[src/rtl/mmio_uart_tx_if.sv]
// Data-memory bus seen by the UART transmitter: core stores/loads plus the
// window-select flag used by top-level read muxing.
interface mmio_uart_tx_if;
  logic        we;
  logic [31:0] a;
  logic [31:0] wd;
  logic [31:0] rd;
  logic        sel;

  modport master (output we, a, wd, input rd, sel);
  modport slave  (input we, a, wd, output rd, sel);
endinterface

[src/rtl/mmio_uart_tx.sv]
// Memory-mapped 8N1 UART transmitter with a small TX FIFO and programmable divisor.
// Define UART_TX_PARITY_EN to add a parity bit (DIVISOR[16] selects odd parity).
module mmio_uart_tx #(
  parameter logic [31:0] BASE_ADDR  = 32'h0000_0100,
  parameter int          FIFO_DEPTH = 4,
  parameter logic [15:0] DIV_RESET  = 16'd16
) (
  input  logic             clk,
  input  logic             reset,
  mmio_uart_tx_if.slave    bus,
  output logic             tx,
  output logic             irq
);

  localparam int PW = (FIFO_DEPTH > 1) ? $clog2(FIFO_DEPTH) : 1;
  localparam int CW = PW + 1;
  localparam logic [CW-1:0] FULL_COUNT = CW'(FIFO_DEPTH);

`ifdef UART_TX_PARITY_EN
  typedef enum logic [2:0] {IDLE, START, DATA, PARITY, STOP} state_t;
`else
  typedef enum logic [1:0] {IDLE, START, DATA, STOP} state_t;
`endif

  state_t          state_reg, state_next;
  logic [7:0]      fifo_mem [FIFO_DEPTH];
  logic [PW-1:0]   wr_ptr_reg, rd_ptr_reg;
  logic [CW-1:0]   count_reg, count_next;
  logic            overrun_reg;
  logic [15:0]     div_reg;
  logic [15:0]     frame_div_reg, frame_div_next;
  logic [15:0]     cnt_reg, cnt_next;
  logic [2:0]      bit_idx_reg, bit_idx_next;
  logic [7:0]      shift_reg, shift_next;
  logic            tx_reg, tx_next;
  logic            irq_reg;
`ifdef UART_TX_PARITY_EN
  logic            odd_reg;
  logic            frame_odd_reg, frame_odd_next;
`endif

  logic        sel_hit, wr_en, push_req, status_wr, div_wr;
  logic [1:0]  idx;
  logic        fifo_empty, fifo_full, push_ok, overrun_set, pop, start_frame, busy, bit_end;
  logic [7:0]  head;
  logic [31:0] rd_data;

  assign sel_hit    = (bus.a[31:4] == BASE_ADDR[31:4]);
  assign idx        = bus.a[3:2];
  assign wr_en      = bus.we & sel_hit;
  assign push_req   = wr_en & (idx == 2'd0);
  assign status_wr  = wr_en & (idx == 2'd1);
  assign div_wr     = wr_en & (idx == 2'd2);
  assign fifo_empty = (count_reg == '0);
  assign fifo_full  = (count_reg == FULL_COUNT);
  // A pop on the same edge frees a slot, so a push into a full FIFO still lands.
  assign push_ok     = push_req & (~fifo_full | pop);
  assign overrun_set = push_req & fifo_full & ~pop;
  assign head        = fifo_mem[rd_ptr_reg];
  assign busy        = (state_reg != IDLE);
  assign bit_end     = (cnt_reg == frame_div_reg - 16'd1);

`ifdef UART_TX_PARITY_EN
  logic unused_bits;
  assign unused_bits = ^{bus.a[1:0], bus.wd[31:17]};
`else
  logic unused_bits;
  assign unused_bits = ^{bus.a[1:0], bus.wd[31:16]};
`endif

  always_comb begin
    count_next = count_reg;
    case ({push_ok, pop})
      2'b10:   count_next = count_reg + CW'(1);
      2'b01:   count_next = count_reg - CW'(1);
      default: count_next = count_reg;
    endcase
  end

  always_ff @(posedge clk) begin
    if (push_ok)
      fifo_mem[wr_ptr_reg] <= bus.wd[7:0];
  end

  always_comb begin
    state_next     = state_reg;
    cnt_next       = cnt_reg;
    bit_idx_next   = bit_idx_reg;
    shift_next     = shift_reg;
    frame_div_next = frame_div_reg;
    tx_next        = tx_reg;
    pop            = 1'b0;
    start_frame    = 1'b0;
`ifdef UART_TX_PARITY_EN
    frame_odd_next = frame_odd_reg;
`endif
    case (state_reg)
      IDLE: begin
        tx_next = 1'b1;
        if (!fifo_empty)
          start_frame = 1'b1;
      end
      START: begin
        if (bit_end) begin
          state_next   = DATA;
          cnt_next     = '0;
          bit_idx_next = '0;
          tx_next      = shift_reg[0];
        end else begin
          cnt_next = cnt_reg + 16'd1;
        end
      end
      DATA: begin
        if (bit_end) begin
          cnt_next = '0;
          if (bit_idx_reg == 3'd7) begin
`ifdef UART_TX_PARITY_EN
            state_next = PARITY;
            tx_next    = (^shift_reg) ^ frame_odd_reg;
`else
            state_next = STOP;
            tx_next    = 1'b1;
`endif
          end else begin
            bit_idx_next = bit_idx_reg + 3'd1;
            tx_next      = shift_reg[bit_idx_reg + 3'd1];
          end
        end else begin
          cnt_next = cnt_reg + 16'd1;
        end
      end
`ifdef UART_TX_PARITY_EN
      PARITY: begin
        if (bit_end) begin
          state_next = STOP;
          cnt_next   = '0;
          tx_next    = 1'b1;
        end else begin
          cnt_next = cnt_reg + 16'd1;
        end
      end
`endif
      STOP: begin
        if (bit_end) begin
          if (!fifo_empty) begin
            start_frame = 1'b1;
          end else begin
            state_next = IDLE;
            cnt_next   = '0;
            tx_next    = 1'b1;
          end
        end else begin
          cnt_next = cnt_reg + 16'd1;
        end
      end
      default: begin
        state_next = IDLE;
        tx_next    = 1'b1;
      end
    endcase

    // Divisor (and parity sense) are frozen per frame so mid-frame writes wait.
    if (start_frame) begin
      pop            = 1'b1;
      shift_next     = head;
      state_next     = START;
      cnt_next       = '0;
      tx_next        = 1'b0;
      frame_div_next = div_reg;
`ifdef UART_TX_PARITY_EN
      frame_odd_next = odd_reg;
`endif
    end
  end

  always_ff @(posedge clk or posedge reset) begin
    if (reset) begin
      state_reg     <= IDLE;
      wr_ptr_reg    <= '0;
      rd_ptr_reg    <= '0;
      count_reg     <= '0;
      overrun_reg   <= 1'b0;
      div_reg       <= DIV_RESET;
      frame_div_reg <= DIV_RESET;
      cnt_reg       <= '0;
      bit_idx_reg   <= '0;
      shift_reg     <= '0;
      tx_reg        <= 1'b1;
      irq_reg       <= 1'b1;
`ifdef UART_TX_PARITY_EN
      odd_reg       <= 1'b0;
      frame_odd_reg <= 1'b0;
`endif
    end else begin
      state_reg     <= state_next;
      count_reg     <= count_next;
      frame_div_reg <= frame_div_next;
      cnt_reg       <= cnt_next;
      bit_idx_reg   <= bit_idx_next;
      shift_reg     <= shift_next;
      tx_reg        <= tx_next;
      irq_reg       <= (count_next == '0) && (state_next == IDLE);
`ifdef UART_TX_PARITY_EN
      frame_odd_reg <= frame_odd_next;
`endif
      if (push_ok)
        wr_ptr_reg <= wr_ptr_reg + PW'(1);
      if (pop)
        rd_ptr_reg <= rd_ptr_reg + PW'(1);
      if (overrun_set)
        overrun_reg <= 1'b1;
      else if (status_wr && bus.wd[0])
        overrun_reg <= 1'b0;
      if (div_wr) begin
        div_reg <= (bus.wd[15:0] == 16'd0) ? 16'd1 : bus.wd[15:0];
`ifdef UART_TX_PARITY_EN
        odd_reg <= bus.wd[16];
`endif
      end
    end
  end

  always_comb begin
    rd_data = '0;
    if (sel_hit) begin
      case (idx)
        2'd1: rd_data = {28'b0, busy, fifo_empty, fifo_full, overrun_reg};
        2'd2: begin
          rd_data[15:0] = div_reg;
`ifdef UART_TX_PARITY_EN
          rd_data[16] = odd_reg;
`endif
        end
        default: rd_data = '0;
      endcase
    end
  end

  assign bus.rd  = rd_data;
  assign bus.sel = sel_hit;
  assign tx      = tx_reg;
  assign irq     = irq_reg;

endmodule

[src/flat_wrapper.sv]
// flat-port wrapper written by rule: the top's interface ports become plain ports
module mmio_uart_tx_flat 
#(
  parameter logic [31:0] BASE_ADDR  = 32'h0000_0100,
  parameter int          FIFO_DEPTH = 4,
  parameter logic [15:0] DIV_RESET  = 16'd16
)
  (clk, reset, tx, irq, bus_we, bus_a, bus_wd, bus_rd, bus_sel);
  mmio_uart_tx_if bus_i ();
  input  logic clk;
  input  logic reset;
  output logic tx;
  output logic irq;
  input wire logic [$bits(bus_i.we)-1:0] bus_we;
  input wire logic [$bits(bus_i.a)-1:0] bus_a;
  input wire logic [$bits(bus_i.wd)-1:0] bus_wd;
  output wire logic [$bits(bus_i.rd)-1:0] bus_rd;
  output wire logic [$bits(bus_i.sel)-1:0] bus_sel;
  assign bus_i.we = bus_we;
  assign bus_i.a = bus_a;
  assign bus_i.wd = bus_wd;
  assign bus_rd = bus_i.rd;
  assign bus_sel = bus_i.sel;
  mmio_uart_tx #(.BASE_ADDR(BASE_ADDR), .FIFO_DEPTH(FIFO_DEPTH), .DIV_RESET(DIV_RESET)) u_core (.clk(clk), .reset(reset), .bus(bus_i), .tx(tx), .irq(irq));
endmodule
[config.mk]
export PLATFORM = sky130hd
export DESIGN_NAME = mmio_uart_tx_flat
export DESIGN_NICKNAME = d
export VERILOG_FILES = /design/src/rtl/mmio_uart_tx_if.sv /design/src/rtl/mmio_uart_tx.sv /design/src/flat_wrapper.sv
export SDC_FILE = /design/constraint.sdc
export NUM_CORES = 1
export LEC_CHECK = 0
export ABC_AREA = 1
export BUFFER_PORTS_ARGS = -buffer_cell sky130_fd_sc_hd__buf_4
export CORE_MARGIN = 2
export CORE_UTILIZATION = 55
export CTS_CLUSTER_DIAMETER = 40
export DETAILED_ROUTE_END_ITERATION = 8
export HOLD_SLACK_MARGIN = 0.02
export PLACE_DENSITY = 0.9
export SLEW_MARGIN = 10
export SYNTH_ARGS = -nofsm -noshare
export SYNTH_HDL_FRONTEND = slang
export SYNTH_SLANG_ARGS = --single-unit
[constraint.sdc]
create_clock -name clk -period 3 [get_ports clk]
set_input_delay 0.3 -clock clk [delete_from_list [all_inputs] [get_ports clk]]
set_output_delay 0.3 -clock clk [all_outputs]
set_load 0.05 [all_outputs]
After elaboration in Yosys (flattened, before gate mapping)
Memory sizes are Yosys's and may differ from the RTL's. A register that Yosys moved wholly into a read port is not among the register bits.
Cells that the tools add are included.
{"block": "classes", "addsub": 7, "order_cmp": 1, "eq_ne": 19, "mux": 37, "bitwise_logic": 10, "n_reduce_logical": 16}
{"cell": "16-bit two-way mux", "n": 6}
{"cell": "16-bit case mux with 2 select lines", "n": 2}
{"cell": "28-bit by 5-bit == test with 1-bit output, second input constant", "n": 1}
{"cell": "16-bit by 1-bit adder with 16-bit output, second input constant", "n": 1}
{"cell": "16-bit == test", "n": 1}
{"cell": "16-bit zero test", "n": 1}
{"cell": "16-bit by 1-bit subtractor with 16-bit output, second input constant", "n": 1}
{"cell": "1-bit two-way mux", "n": 14}
{"cell": "2-bit two-way mux", "n": 6}
{"cell": "3-bit by 1-bit != test with 1-bit output, second input constant", "n": 4}
{"cell": "3-bit case mux with 2 select lines", "n": 2}
{"cell": "3-bit two-way mux", "n": 3}
{"cell": "2-bit == test, second input constant", "n": 4}
{"cell": "4-bit AND reduction", "n": 2}
{"cell": "1-bit AND", "n": 7}
{"cell": "3-bit by 1-bit adder with 3-bit output, second input constant", "n": 2}
{"cell": "2-bit by 1-bit == test with 1-bit output, second input constant", "n": 3}
{"cell": "3-bit == test, second input constant", "n": 2}
{"cell": "2-bit zero test", "n": 3}
{"cell": "3-bit zero test", "n": 2}
{"cell": "2-bit case mux with 3 select lines", "n": 1}
{"cell": "2-bit nonzero test", "n": 3}
{"cell": "2-bit by 1-bit adder with 2-bit output, second input constant", "n": 2}
{"cell": "3-bit by 4-bit < comparator with 1-bit output, second input constant", "n": 1}
{"cell": "13 further kinds", "n": 16}
{"block": "totals", "register_bits": 63, "mem_bits_rw": 32, "in_bits": 67, "out_inout_bits": 35, "elab_cells": 102, "n_memories": 1}
{"name": "u_core.fifo_mem", "words": 4, "width": 8, "rd": 1, "rd_clocked_by_memory_dff": 1, "write_ports": 1, "line": "mmio_uart_tx.sv:26", "text": "logic [7:0] fifo_mem [FIFO_DEPTH];"}

Longest topological paths before layout
{"block": "logic_depth", "depth_word": 11, "mapped_depth": 22}

Worst setup path before layout
Ideal clock, no wire load.
{"block": "synth_timing", "path_type": "register -> register", "startpoint": "reg u_core.frame_div_reg[0]", "endpoint": "reg u_core.irq_reg (netlist: u_core.irq)", "setup_time_ns": 0.067, "arrival_time_ns": 2.579, "t_required_ns": 2.933, "slack_ns": 0.354, "path_stages_with_launch": 22, "n_path_buf": 0, "period_less_slack_ns": 2.646, "cell_sequence": "dfrtp_1 inv_2 ha_1 nand3_2 nor2_4 nand3_1 nand2_1 inv_2 nor2_1 nand2_1 nor2_4 nand3_4 nand2_4 nand4_1 fa_1 inv_1 nand4_1 nand2_1 nand2_1 nand2_1 inv_2 nor2_1"}
{"block": "synth_between", "elab_chain_cells": 11, "word_cells_on_any_way": 18}
{"element": "from (decl)", "line": "mmio_uart_tx.sv:31", "text": "logic [15:0] frame_div_reg, frame_div_next;"}
{"element": "from (signal assigned)", "line": "mmio_uart_tx.sv:197", "text": "frame_div_reg <= frame_div_next;"}
{"element": "16-bit by 1-bit subtractor with 16-bit output (*)", "line": "mmio_uart_tx.sv:61", "text": "assign bit_end = (cnt_reg == frame_div_reg - 16'd1);"}
{"element": "16-bit == test (*)", "line": "mmio_uart_tx.sv:61"}
{"element": "1-bit two-way mux (*)", "line": "mmio_uart_tx.sv:144", "text": "if (bit_end) begin"}
{"element": "1-bit case mux with 2 select lines (*)", "line": "mmio_uart_tx.sv:97", "text": "case (state_reg)"}
{"element": "1-bit two-way mux (*)", "line": "mmio_uart_tx.sv:163", "text": "if (start_frame) begin"}
{"element": "1-bit OR", "line": "mmio_uart_tx.sv:57", "text": "assign push_ok = push_req & (~fifo_full | pop);"}
{"element": "1-bit AND", "line": "mmio_uart_tx.sv:57"}
{"element": "2-bit by 1-bit == test with 1-bit output / 2-bit == test (equally long branches)", "line": "mmio_uart_tx.sv:73", "text": "case ({push_ok, pop})"}
{"element": "3-bit case mux with 2 select lines (*)", "line": "mmio_uart_tx.sv:73"}
{"element": "named net u_core.count_next[2]", "line": "mmio_uart_tx.sv:28", "text": "logic [CW-1:0] count_reg, count_next;"}
{"element": "3-bit zero test (*)", "line": "mmio_uart_tx.sv:202", "text": "irq_reg <= (count_next == '0) && (state_next == IDLE);"}
{"element": "1-bit logical AND (*)", "line": "mmio_uart_tx.sv:202"}
{"element": "to (signal assigned)", "line": "mmio_uart_tx.sv:202"}
{"element": "to (decl)", "line": "mmio_uart_tx.sv:36", "text": "logic irq_reg;"}
Mark *: on every way through the listed nets, which the timed path passes. The rest lies on a longest branch.
A chain may end at the register's enable or synchronous reset.

Worst setup path after layout
{"block": "layout_timing", "startpoint": "reg u_core.frame_div_reg[0]", "endpoint": "reg u_core.irq_reg (netlist: u_core.irq)"}
{"block": "layout_between", "elab_chain_cells": 11, "word_cells_on_any_way": 18}
{"element": "16-bit by 1-bit subtractor with 16-bit output (*)", "line": "mmio_uart_tx.sv:61"}
{"element": "16-bit == test (*)", "line": "mmio_uart_tx.sv:61"}
{"element": "1-bit two-way mux", "line": "mmio_uart_tx.sv:144"}
{"element": "1-bit case mux with 2 select lines", "line": "mmio_uart_tx.sv:97"}
{"element": "1-bit two-way mux", "line": "mmio_uart_tx.sv:163"}
{"element": "1-bit OR", "line": "mmio_uart_tx.sv:57"}
{"element": "1-bit AND", "line": "mmio_uart_tx.sv:57"}
{"element": "2-bit by 1-bit == test with 1-bit output / 2-bit == test (equally long branches)", "line": "mmio_uart_tx.sv:73"}
{"element": "3-bit case mux with 2 select lines", "line": "mmio_uart_tx.sv:73"}
{"element": "3-bit zero test", "line": "mmio_uart_tx.sv:202"}
{"element": "1-bit logical AND (*)", "line": "mmio_uart_tx.sv:202"}
Mark *: on every way between the ends. The rest lies on a longest branch, timed or not.

==> impl_metrics.json <==
{
  "tightest_slew_ns": 0.603,
  "post_drt_wl_per_cell_um": 15.1,
  "grt_pass1_vias": 5134,
  "ys_ff_latch": 103,
  "core.rowCount": 37,
  "fin_crit_sh": 0.968,
  "power.density_nw_per_um2": 359,
  "grt_pass1_wl_um": 23700,
  "yosysTopAreaCell": "dfrtp_1",
  "top_register": "u_core.fifo_mem",
  "chipWidth_um": 108,
  "design_area_um2": 6960,
  "vias_per_cell": 5.44,
  "run_status": "finished, final reports clean",
  "p_leak_nw": 3.21,
  "drive_gt1_frac": 0.199,
  "period_minus_slack_ns": 2.90,
  "grt.total_usage": 0.262,
  "largest_reg_flops": 32,
  "syn_area_um2": 5920,
  "clock_skew_ns": 0.0153,
  "slew_headroom": 0.594,
  "io_buffer_count": 67,
  "cap_violations": 0,
  "power_mw": 2.50,
  "cts.sinks": 103,
  "start_kind": "flop",
  "drc_errors": 0,
  "netlist.area_leader.share": 0.283,
  "ys_top_cells_by_area": "dfrtp_1, edfxtp_1, nand2_1",
  "avgSynthCellArea_um2": 8.12,
  "min_from": "bus_wd[2]",
  "fin_tns_setup_ns": 0,
  "fmax_ghz": 0.344,
  "utilization": 0.671,
  "min_path_type": "in -> reg",
  "worstSkewPairLatency_ns": 0.39,
  "nNetsFinal": 900,
  "n_antenna_cell": 0,
  "cts_max_path_buffers": 2,
  "gr-total-overflow": 0,
  "root_buffer": "clkbuf_8",
  "cts_buffers": 9,
  "synth_cells": 729,
  "required_ns": 3.33,
  "reg2reg_from": "u_core.frame_div_reg[0]$_DFFE_PP0N_",
  "initial_core_util": 0.571,
  "grt_max_degree": 43,
  "final-hold-violation-count": 0,
  "yosysWarnings": 0,
  "path_class": "reg -> reg",
  "synth_cell_types": 49,
  "core_area_um2": 10400,
  "htree_levels": 3,
  "peakVddDrop_v": 0.000266,
  "globalplace.congestion": 0.941,
  "clkTransAtPathRegs_ns": 0.12,
  "firstDrtPassIters": 5,
  "drt_iter0_markers": 249,
  "area_growth_pct": 17.6,
  "crit_fanout": 5,
  "yosysSeqAreaShare": 0.464,
  "place_hpwl_um": 10600,
  "slew_violations": 0,
  "finalSetupViolations": 0,
  "cts_tree": "yes",
  "num_vias": 5209,
  "placed_cell_area_um2": 6550,
  "routed_wl_um": 14400,
  "grt_antenna_before_repair": 0,
  "dieArea_um2": 11600,
  "ant_nets": 0,
  "rsz0062_at_grt": "true",
  "pin_count": 102,
  "crit_start": "u_core.frame_div_reg[0]$_DFFE_PP0N_",
  "endpoint_kind": "flop",
  "die_y_um": 108,
  "arrival_ns": 3.23
}
## path summary, 6_finish.rpt
| kind | slack (ns) | depth (start not counted) | endpoint |
|---|---|---|---|
| worst max-delay path | 0.1 | 18 | u_core.irq$_DFF_PP1_ |
| worst min-delay path | 0.13 | 1 | u_core.fifo_mem[3][2]$_DFFE_PP_ |
| worst max register to register | 0.1 | 18 | u_core.irq$_DFF_PP1_ |
| worst min register to register | 0.50 | 2 | u_core.shift_reg[6]$_DFFE_PP0N_ |
| max in group asynchronous | 1.82 | 4 | u_core.frame_div_reg[6]$_DFFE_PP0N_ |
| min in group asynchronous | 0.38 | 3 | u_core.count_reg[0]$_DFF_PP0_ |
## metal layers
metal	global-route usage	share of wire
met1	0.324	0.41
met2	0.465	0.52
met3	0.0351	0.049
met4	0.0980	0.023
met5	0	0
## cell families (layout without fill, tap and decap cells)
logic type	count (synthesis)	count (layout)	synth area share
AO/OA/AOI/OAI	112	112	0.109
buffers and inverters	124	201	0.0909
other	1	16	0.000634
multiplexers	2	2	0.00381
adder cells (fa/ha/maj)	17	17	0.0372
AND/OR/NAND/NOR	347	347	0.261
flip-flops	103	103	0.464
XOR/XNOR	23	23	0.0340
## what timing repair did
action	CTS	global route
endpoints found under the setup margin	1	24
gates resized for setup	2	25
hold endpoints to repair	7	0
setup buffers	0	13
pin swaps	1	19
hold buffers	1	0
## stage by stage
stage | cells | hold slack [ns] | setup slack, ns
after floorplan | 744 | 0.399 | 0.354
after global placement | 927 | 0.223 | 0.139
after detailed placement | 927 | 0.223 | 0.0222
after CTS | 944 | 0.117 | 0.0208
after global routing | 957 | 0.118 | -0.120
final | 957 | 0.131 | 0.0953
## cells in the mapped netlist (all sizes together)
library cell	instances
nand2	185
inv	89
nor2	88
o21ai	72
dfrtp	67
edfxtp	32
nand3	31
buf	20
nor4	17
ha	16
a21oi	15
xor2	15
clkbuf	13
nand4	11
o22ai	8
xnor2	8
nand3b	7
o31ai	5
a32o	4
dfstp	4
o211ai	4
and2	2
clkinv	2
mux2	2
or2	2
a22oi	1
a311oi	1
a41oi	1
and3b	1
conb	1
fa	1
nand2b	1
nor3	1
nor3b	1
o2111ai	1
## power breakdown
part	internal, mW	switching, mW	total [mW]
registers	1.45	0.00000000654	1.45
logic	0.0490	0.0967	0.146
clock network	0.342	0.563	0.905
## worst max-delay path, cell delays in order, from the launching register on
cell and delay [ns]:
dfrtp_1 0.42, inv_2 0.12, ha_4 0.17, nand3_4 0.12, nor2_4 0.19, nand3b_1 0.10, nand2_1 0.09, nand2_1 0.06
inv_1 0.07, nand2_2 0.07, nor2_4 0.14, nand3_4 0.11, nand2_4 0.11, nand4_1 0.15, fa_2 0.59, nand3_2 0.08
nand2_2 0.09, nand3_1 0.06, nor2_1 0.11
## placed cells by master (no fill, tap or decap), drive strengths merged, types with 4 or more instances in the layout
| cell type | n |
|---|---|
| clkbuf | 9 |
| nor4 | 17 |
| nor2 | 88 |
| inv | 94 |
| xnor2 | 8 |
| nand4 | 11 |
| o211ai | 4 |
| ha | 16 |
| a32o | 4 |
| nand2 | 185 |
| o21ai | 72 |
| edfxtp | 32 |
| a21oi | 15 |
| clkinv | 4 |
| o31ai | 5 |
| nand3b | 7 |
| o22ai | 8 |
| dfrtp | 67 |
| dfstp | 4 |
| conb | 16 |
| nand3 | 31 |
| xor2 | 15 |
| buf | 93 |
## cell type report
cell class	count	area (um2)
clock buffer	9	124
sequential	103	2750
tap	136	170
clock inverter	7	83.8
fill	830	3410
multi-input combinational	517	2790
timing repair buffer	94	708
inverter	91	343
Power figures use the tool's default switching activity.
